<file path="src/rtl/prog_mem_ctrl.sv">
// rtl/prog_mem_ctrl.sv - banked program memory with byte-stream loader and registered fetch port
module prog_mem_ctrl #(
    parameter int ADDR_W = 8,
    parameter int BYTE_W = 8,
    parameter int BANKS  = 2
) (
    input  logic                      CLK,
    input  logic                      nRST,
    input  logic                      LOAD_EN,
    input  logic [BYTE_W-1:0]         LD_DATA,
    input  logic                      LD_VALID,
    output logic                      LD_READY,
    input  logic                      LD_LAST,
    output logic                      LD_DONE,
    output logic [ADDR_W-1:0]         LD_ADDR,
    input  logic                      FETCH,
    input  logic [ADDR_W-1:0]         ADD,
    output logic [BANKS*BYTE_W-1:0]   INSTR,
    output logic                      INSTR_VALID,
    output logic                      BUSY
);

    localparam int DEPTH  = 2 ** ADDR_W;
    localparam int WORD_W = BANKS * BYTE_W;
    localparam int IDX_W  = (BANKS > 1) ? $clog2(BANKS) : 1;

    localparam logic [IDX_W-1:0]  IDX_LAST  = IDX_W'(BANKS - 1);
    localparam logic [IDX_W-1:0]  IDX_ONE   = IDX_W'(1);
    localparam logic [ADDR_W-1:0] ADDR_LAST = ADDR_W'(DEPTH - 1);
    localparam logic [ADDR_W-1:0] ADDR_ONE  = ADDR_W'(1);

    typedef enum logic [1:0] {
        S_RUN,
        S_LOAD,
        S_WRITE,
        S_DONE
    } state_t;

    state_t              state;
    logic [IDX_W-1:0]    idx;
    logic [WORD_W-1:0]   asm_word;
    logic                last_flag;
    logic [ADDR_W-1:0]   ld_addr_q;
    logic                fetch_q;
    logic [WORD_W-1:0]   rd_data;
    logic [WORD_W-1:0]   instr_q;
    logic                instr_valid_q;
    logic                fetch_go;

    logic [WORD_W-1:0]   mem [DEPTH];

    // Load mode takes priority over a fetch presented in the same cycle.
    assign fetch_go = (state == S_RUN) && FETCH && !LOAD_EN;

    // RAM kept free of reset so it infers as a plain synchronous block RAM.
    always_ff @(posedge CLK) begin
        if (state == S_WRITE) begin
            mem[ld_addr_q] <= asm_word;
        end
        if (fetch_go) begin
            rd_data <= mem[ADD];
        end
    end

    always_ff @(posedge CLK or negedge nRST) begin
        if (!nRST) begin
            state         <= S_RUN;
            idx           <= '0;
            asm_word      <= '0;
            last_flag     <= 1'b0;
            ld_addr_q     <= '0;
            fetch_q       <= 1'b0;
            instr_q       <= '0;
            instr_valid_q <= 1'b0;
        end else begin
            // Fetch pipeline runs independently of the load FSM once issued.
            fetch_q       <= fetch_go;
            instr_valid_q <= fetch_q;
            if (fetch_q) begin
                instr_q <= rd_data;
            end

            case (state)
                S_RUN: begin
                    if (LOAD_EN) begin
                        state     <= S_LOAD;
                        ld_addr_q <= '0;
                        idx       <= '0;
                        asm_word  <= '0;
                        last_flag <= 1'b0;
                    end
                end
                S_LOAD: begin
                    if (!LOAD_EN) begin
                        state <= S_RUN;
                        idx   <= '0;
                    end else if (LD_VALID) begin
                        for (int b = 0; b < BANKS; b++) begin
                            if (idx == IDX_W'(b)) begin
                                asm_word[b*BYTE_W +: BYTE_W] <= LD_DATA;
                            end
                        end
                        idx <= idx + IDX_ONE;
                        if ((idx == IDX_LAST) || LD_LAST) begin
                            state     <= S_WRITE;
                            last_flag <= LD_LAST;
                        end
                    end
                end
                S_WRITE: begin
                    if (last_flag || (ld_addr_q == ADDR_LAST)) begin
                        state <= S_DONE;
                    end else begin
                        state     <= S_LOAD;
                        ld_addr_q <= ld_addr_q + ADDR_ONE;
                        idx       <= '0;
                        asm_word  <= '0;
                    end
                end
                S_DONE: begin
                    if (!LOAD_EN) begin
                        state <= S_RUN;
                    end
                end
                default: state <= S_RUN;
            endcase
        end
    end

    assign LD_READY    = (state == S_LOAD);
    assign LD_DONE     = (state == S_WRITE) && (last_flag || (ld_addr_q == ADDR_LAST));
    assign LD_ADDR     = ld_addr_q;
    assign BUSY        = (state != S_RUN);
    assign INSTR       = instr_q;
    assign INSTR_VALID = instr_valid_q;

endmodule

</file>
<file path="config.mk">
export PLATFORM = sky130hd
export DESIGN_NAME = prog_mem_ctrl
export DESIGN_NICKNAME = d
export VERILOG_FILES = /design/src/rtl/prog_mem_ctrl.sv
export SDC_FILE = /design/constraint.sdc
export NUM_CORES = 2
export LEC_CHECK = 0
export ABC_AREA = 0
export CAP_MARGIN = 10
export CELL_PAD_IN_SITES_DETAIL_PLACEMENT = 0
export CELL_PAD_IN_SITES_GLOBAL_PLACEMENT = 2
export CORE_MARGIN = 10
export CORE_UTILIZATION = 51
export CTS_CLUSTER_DIAMETER = 60
export DETAILED_ROUTE_END_ITERATION = 16
export GPL_TIMING_DRIVEN = 0
export PLACE_DENSITY_LB_ADDON = 0.1
export SLEW_MARGIN = 20
export SYNTH_ARGS = -nofsm -noshare
export SYNTH_HDL_FRONTEND = slang
export SYNTH_SLANG_ARGS = --single-unit
</file>
<file path="constraint.sdc">
create_clock -name CLK -period 4.4 [get_ports CLK]
set_input_delay 0.44 -clock CLK [delete_from_list [all_inputs] [get_ports CLK]]
set_output_delay 0.44 -clock CLK [all_outputs]
set_load 0.01 [all_outputs]
</file>
Word-level counts from Yosys, hierarchy flattened. Memories as Yosys holds them, arrays and structs flattened. A register that Yosys moved wholly into a read port is not among the register bits. Cells that the tools add are included.

RAM bits: 4096. Input port bits: 22. Output and inout bits: 28. Memories kept: 1. Flip-flop bits (word level): 46.

Add/subtract/negate cells: 2. Mux-type cells: 28. Eq/ne operators: 14. Reduce and logical (&&, ||, !) cells: 17.

Memory list: mem (words 256, bits a word 16, read ports 1, clocked after Yosys merged registers in 1, write ports 1, RTL line 50) `logic [WORD_W-1:0] mem [DEPTH];`.

Operator list (number): 16-bit two-way mux (4); 16-bit case mux with 3 select lines (1); 8-bit two-way mux (4); 8-bit case mux with 2 select lines (1); 2-bit two-way mux (6); 2-bit != test (second input constant) (6); 6-bit AND reduction (2); 1-bit two-way mux (9); 8-bit by 1-bit adder with 8-bit output (second input constant) (1); 8-bit equality test (second input constant) (1); 2-bit case mux with 4 select lines (1); 4-bit AND reduction (2); 2-bit nonzero test (3); 5-bit AND reduction (1); 2-bit equality test (second input constant) (2); 2-bit by 1-bit != test with 1-bit output (second input constant) (2); 1-bit logical AND (3); 3-bit by 2-bit != test with 1-bit output (second input constant) (1); 3-bit != test (second input constant) (1); 1-bit case mux with 3 select lines (1); 3-bit AND reduction (1); 3-bit nonzero test (1); 2-bit by 1-bit equality test with 1-bit output (second input constant) (1); 2-bit logical NOT (1); other kinds (4) (5).

Longest topological paths before layout.
Depth in word-level cells: 5. Mapped depth: 12. Depth with buffers taken out: 7.

Least setup slack after synthesis. OpenSTA, ideal clock, no wires.

Path type: reg2reg. Start: register asm_word[0]. End: memory mem[0][0] in the netlist's numbering, data pin. Arrival: 3183 ps. Path slack: 413 ps. Period minus slack after synthesis: 3987 ps. Buffers on the path: 0. Data required time: 3596 ps. Stages on the path, launching flop included: 1. Cells stage by stage: dfrtp_1.

RTL lines: start, declared (RTL line 41) `logic [WORD_W-1:0] asm_word;`; start signal, assigned (RTL line 69) `asm_word <= '0;`; start signal, assigned (RTL line 89) `asm_word <= '0;`; start signal, assigned by index (RTL line 100) `asm_word[b*BYTE_W +: BYTE_W] <= LD_DATA;`; end, declared (RTL line 50).

Straight into the memory's write port.

==> reports/results.env <==
FLOORPLAN.ROWS=205
GRT_MAX_DEGREE=74
DP_CELLS=11842
CLOCKROOTBUFFER='clkbuf_16'
GRT_OVERALL_USAGE_PCT=29.3
CRIT_PATH_START_KIND='input port'
YOSYSSEQAREASHARE_PCT=77.9
SYNTH_AREA_PER_CELL_SQ_UM=21.7
TIMING_MAX_TRANSITION_VIOLATIONS_FINAL=0
FINAL_MIN_PERIOD_OVER_CLOCK_PERIOD_PCT=104
CRITPATHREQUIREDTIME_NS=5.08
WORST_HOLD_PATH_TYPE='in -> async'
YOSYS_WARNING_TOTAL=0
WORSTMARGINPINSLEW_NS=1.24
DETAILEDPLACEMENTHPWL_MICRONS=353000
LEAKAGE_POWER_OF_THE_DESIGN_uW=0.0592
DRT_ITER0_DRC=12180
DRCVIOLATIONCOUNT=0
SYNTHDISTINCTLIBCELLS=58
PLACEABLECOREAREA_SQ_UM=312000
POST-CTS-SETUP-BUFFERS=0
SYNTH_CELLS=7382
NUMCLOCKSINKS=4158
DRTPASS1ITERATIONS=6
POST_SYNTH_NET_TOTAL=7408
MAX-CAP-VIOLATIONS=0
GRTUSAGEMET2_PCT=45.6
CTS_MADE_BUFFERS=428
AREA_DELTA_SYNTH_FINAL_PCT=15.8
FINALWEIGHTEDCONGESTION=0.937
DIE_H_MICRONS=580
GLOBAL_ROUTE.USAGE.MET1_PCT=41.5
GRT_ANTENNA_BEFORE_REPAIR=22
UNREPAIRED_SETUP_ENDPOINTS_AFTER_GLOBAL_ROUTING='false'
YS_ASYNC_SR_FRACTION_PCT=1.11
SYNTH_TOP_AREA_SHARE_PCT=77.2
CRIT_FANOUT=10
AREA.SEQUENTIAL_SQ_UM=125000
CLK_TRANSITION_REPORTED_PATHS_NS=0.06
IR_DROP_mV=0.403
FIRST_GLOBAL_VIAS=80899
POSTSYNTHREGISTERBITS=4158
ANT_NETS=0
POWER.DENSITY_CELL_AREA_nW_PER_UM2=499
FP.DIEAREA_SQ_UM=336000
TIMING.FINAL.SETUP_VIOLATIONS=9
STATUS='finished, violations left'
FINAL-INSTANCE-COUNT-EXCL-FILL=12634
MULTI_INPUT_COMB_AREA_SQ_UM=34100
FINAL_HOLD_VIOL_COUNT=0
GRT_PASS1_WL_MICRONS=684000
CLK_LATENCY_NS=0.98
FINISH.UTILIZATION_PCT=59.3
SYNTH_TOP_CELLS_BY_AREA='edfxtp_1 (77%), mux4_2 (12%), mux2i_1 (3.0%)'
NUM_IO_PINS=50
CTSHTREEMAXLEVEL=5
FINAL_LAYOUT_SIZE_SUFFIX_GT1_SHARE_PCT=27.4
SYNTH-EDFF-COUNT=4112
MAX_CLOCK_FREQ_GHz=0.219
GLOBALROUTEOVERFLOWTOTAL=0
ENDPOINT_KIND='flip-flop'
REPORT.POWER.TOTAL_uW=92400
DPL_WORST_SLACK_NS=-2.18
WORSTSETUPPATHTYPE='in -> reg'
CELL_TYPE_WITH_THE_LARGEST_TOTAL_AREA_AFTER_SYNTHESIS='edfxtp_1'
POST_SYNTHESIS_INSTANCE_AREA_SQ_UM=160000
FAILED_CHECKS='negative setup slack'
INITIAL_UTILIZATION_PCT=51.2
ROUTED_LEN_INST_MICRONS=39.8
GLOBAL_ROUTE.USAGE.MET3_PCT=5.96
GRT_MOST_USED_LAYER='met2'
YS_DOMINANT_REG_CELL='edfxtp_1'
FIN_HOLD_WS_NS=0.0622
CP.ARRIVAL_NS=5.25
TIMING.FINAL.CRIT_PERIOD_NS=4.57
SLEW_HEADROOM_PCT=17.3
DETAIL_ROUTE.VIAS_PER_CELL=6.60
CTS_TREE='done'
POST_ROUTE_SKEW_NS=0.0516
DIE_X_MICRONS=580
SETUP_WS_NS=-0.174
CTS.PATH.MAX_BUFFERS=4
FINISH.NET_COUNT=8163
RR_WORST_DEPTH=6
ROUTED_WIRELENGTH_MICRONS=503000
VIAS=83383
PORT-BUFFER-COUNT=45
FILLCELLCOUNT=22288
## per-layer routing
layer	vias up	share of wire, %
li1	32999	-
met4	8	4.4
met5	-	0.010
met1	45055	39
met2	4564	47
met3	757	9.7
## kinds of logic (layout without fill, tap and decap cells)
kind of cell               Yosys count  count (layout)  share of synthesized area (%)
adders and majority gates            4               4                         0.0313
and+or+nand+nor                    561             561                           1.57
other                                0               9                              0
muxes                             1331            1331                           14.9
AOI/OAI and AO/OA                  869             869                           3.87
buffers and inverters              459            1562                           1.77
DFF                               4158            4158                           77.9
## final timing paths
| kind | startpoint | to | slack (ns) |
|---|---|---|---|
| setup / recovery | ADD[4] | rd_data[0] | -0.17 |
| hold / removal | nRST | asm_word[15] | 0.06 |
| setup reg to reg | LD_ADDR[4] | mem[196][4] | 0.08 |
| hold reg to reg | fetch_q | INSTR_VALID | 0.37 |
| max in group asynchronous | nRST | INSTR[13] | 3.78 |
| min in group CLK | LD_DATA[0] | asm_word[8] | 0.06 |
## stage by stage
stage | TNS (ns) | instance area, sq um
2_1_floorplan | 0 | 160000
4_1_cts | 0 | 185000
3_3_place_gp | - | 166000
3_5_place_dp | -31.45 | 171000
5_1_grt | 0 | 185000
6_report | -0.511 | 185000
## cell type report
cell class                      count  area share (%)
Clock buffer                      533            6.08
Buffer                            451            1.56
Multi-Input combinational cell   2765            18.4
Timing Repair Buffer              325            2.69
Tap cell                         4140            2.80
Clock inverter                    245            1.15
Sequential cell                  4158            67.3
Inverter                            8          0.0162
Antenna cell                        9          0.0122
## report_power, final
| group | switching, uW | total [uW] | internal [uW] | leakage (uW) |
|---|---|---|---|---|
| sequential | 579 | 47600 | 47100 | 0.0383 |
| combinational | 6990 | 9570 | 2580 | 0.0144 |
| clock | 15300 | 35200 | 19900 | 0.00654 |
| total | 22800 | 92400 | 69500 | 0.0592 |
## Yosys cell counts, drive strengths merged, types with 19 or more instances
| master | number |
|---|---|
| a21oi | 189 |
| a221oi | 32 |
| a22o | 35 |
| a22oi | 64 |
| buf | 249 |
| clkbuf | 202 |
| dfrtp | 46 |
| edfxtp | 4112 |
| mux2i | 482 |
| mux4 | 832 |
| nand2 | 78 |
| nand3 | 26 |
| nor2 | 278 |
| nor3 | 95 |
| nor4 | 29 |
| o211ai | 19 |
| o21ai | 118 |
| o221ai | 256 |
| o22a | 32 |
| o22ai | 80 |
## flip-flops by register name, summed over array words and instances, names as in the netlist
register,cells
INSTR,16
INSTR_VALID,1
LD_ADDR,8
asm_word,16
fetch_q,1
idx,1
last_flag,1
mem,4096
rd_data,16
state,2
## cells in the final DEF, fill, tap and decap left out, types with 14 or more instances in the layout
master	instances
a21oi_1	174
a21oi_2	15
a221oi_1	32
a22o_1	35
a22oi_1	64
buf_1	32
buf_12	28
buf_16	64
buf_2	79
buf_4	48
buf_6	196
buf_8	78
bufinv_16	30
clkbuf_1	252
clkbuf_16	434
clkbuf_2	43
clkdlybuf4s50_1	42
clkinv_1	98
clkinv_2	77
dfrtp_1	30
dfrtp_4	16
edfxtp_1	4112
inv_6	14
mux2_2	17
mux2i_1	482
mux4_2	832
nand2_1	69
nand3_1	26
nor2_1	25
nor2_2	172
nor2_4	81
nor3_1	90
nor4_2	17
o211ai_1	19
o21ai_0	110
o221ai_1	251
o22a_1	32
o22ai_1	80
## repair_timing
action / 4_1_cts / 5_1_grt
hold endpoints to repair: 49 / 0
setup endpoints to repair: 25 / 5
pin swaps: 0 / 0
hold buffers: 4 / 0
gates resized for setup: 79 / 4
## critical path: stages
cell             delay [ns]
clkdlybuf4s15_2        0.48
inv_1                  0.41
clkbuf_2               0.54
buf_2                  0.55
nand2_1                0.46
clkbuf_1               0.39
a21oi_1                0.78
o32ai_2                0.43
nor4_1                 0.70
Note: power is estimated with default switching activity, not from simulation.
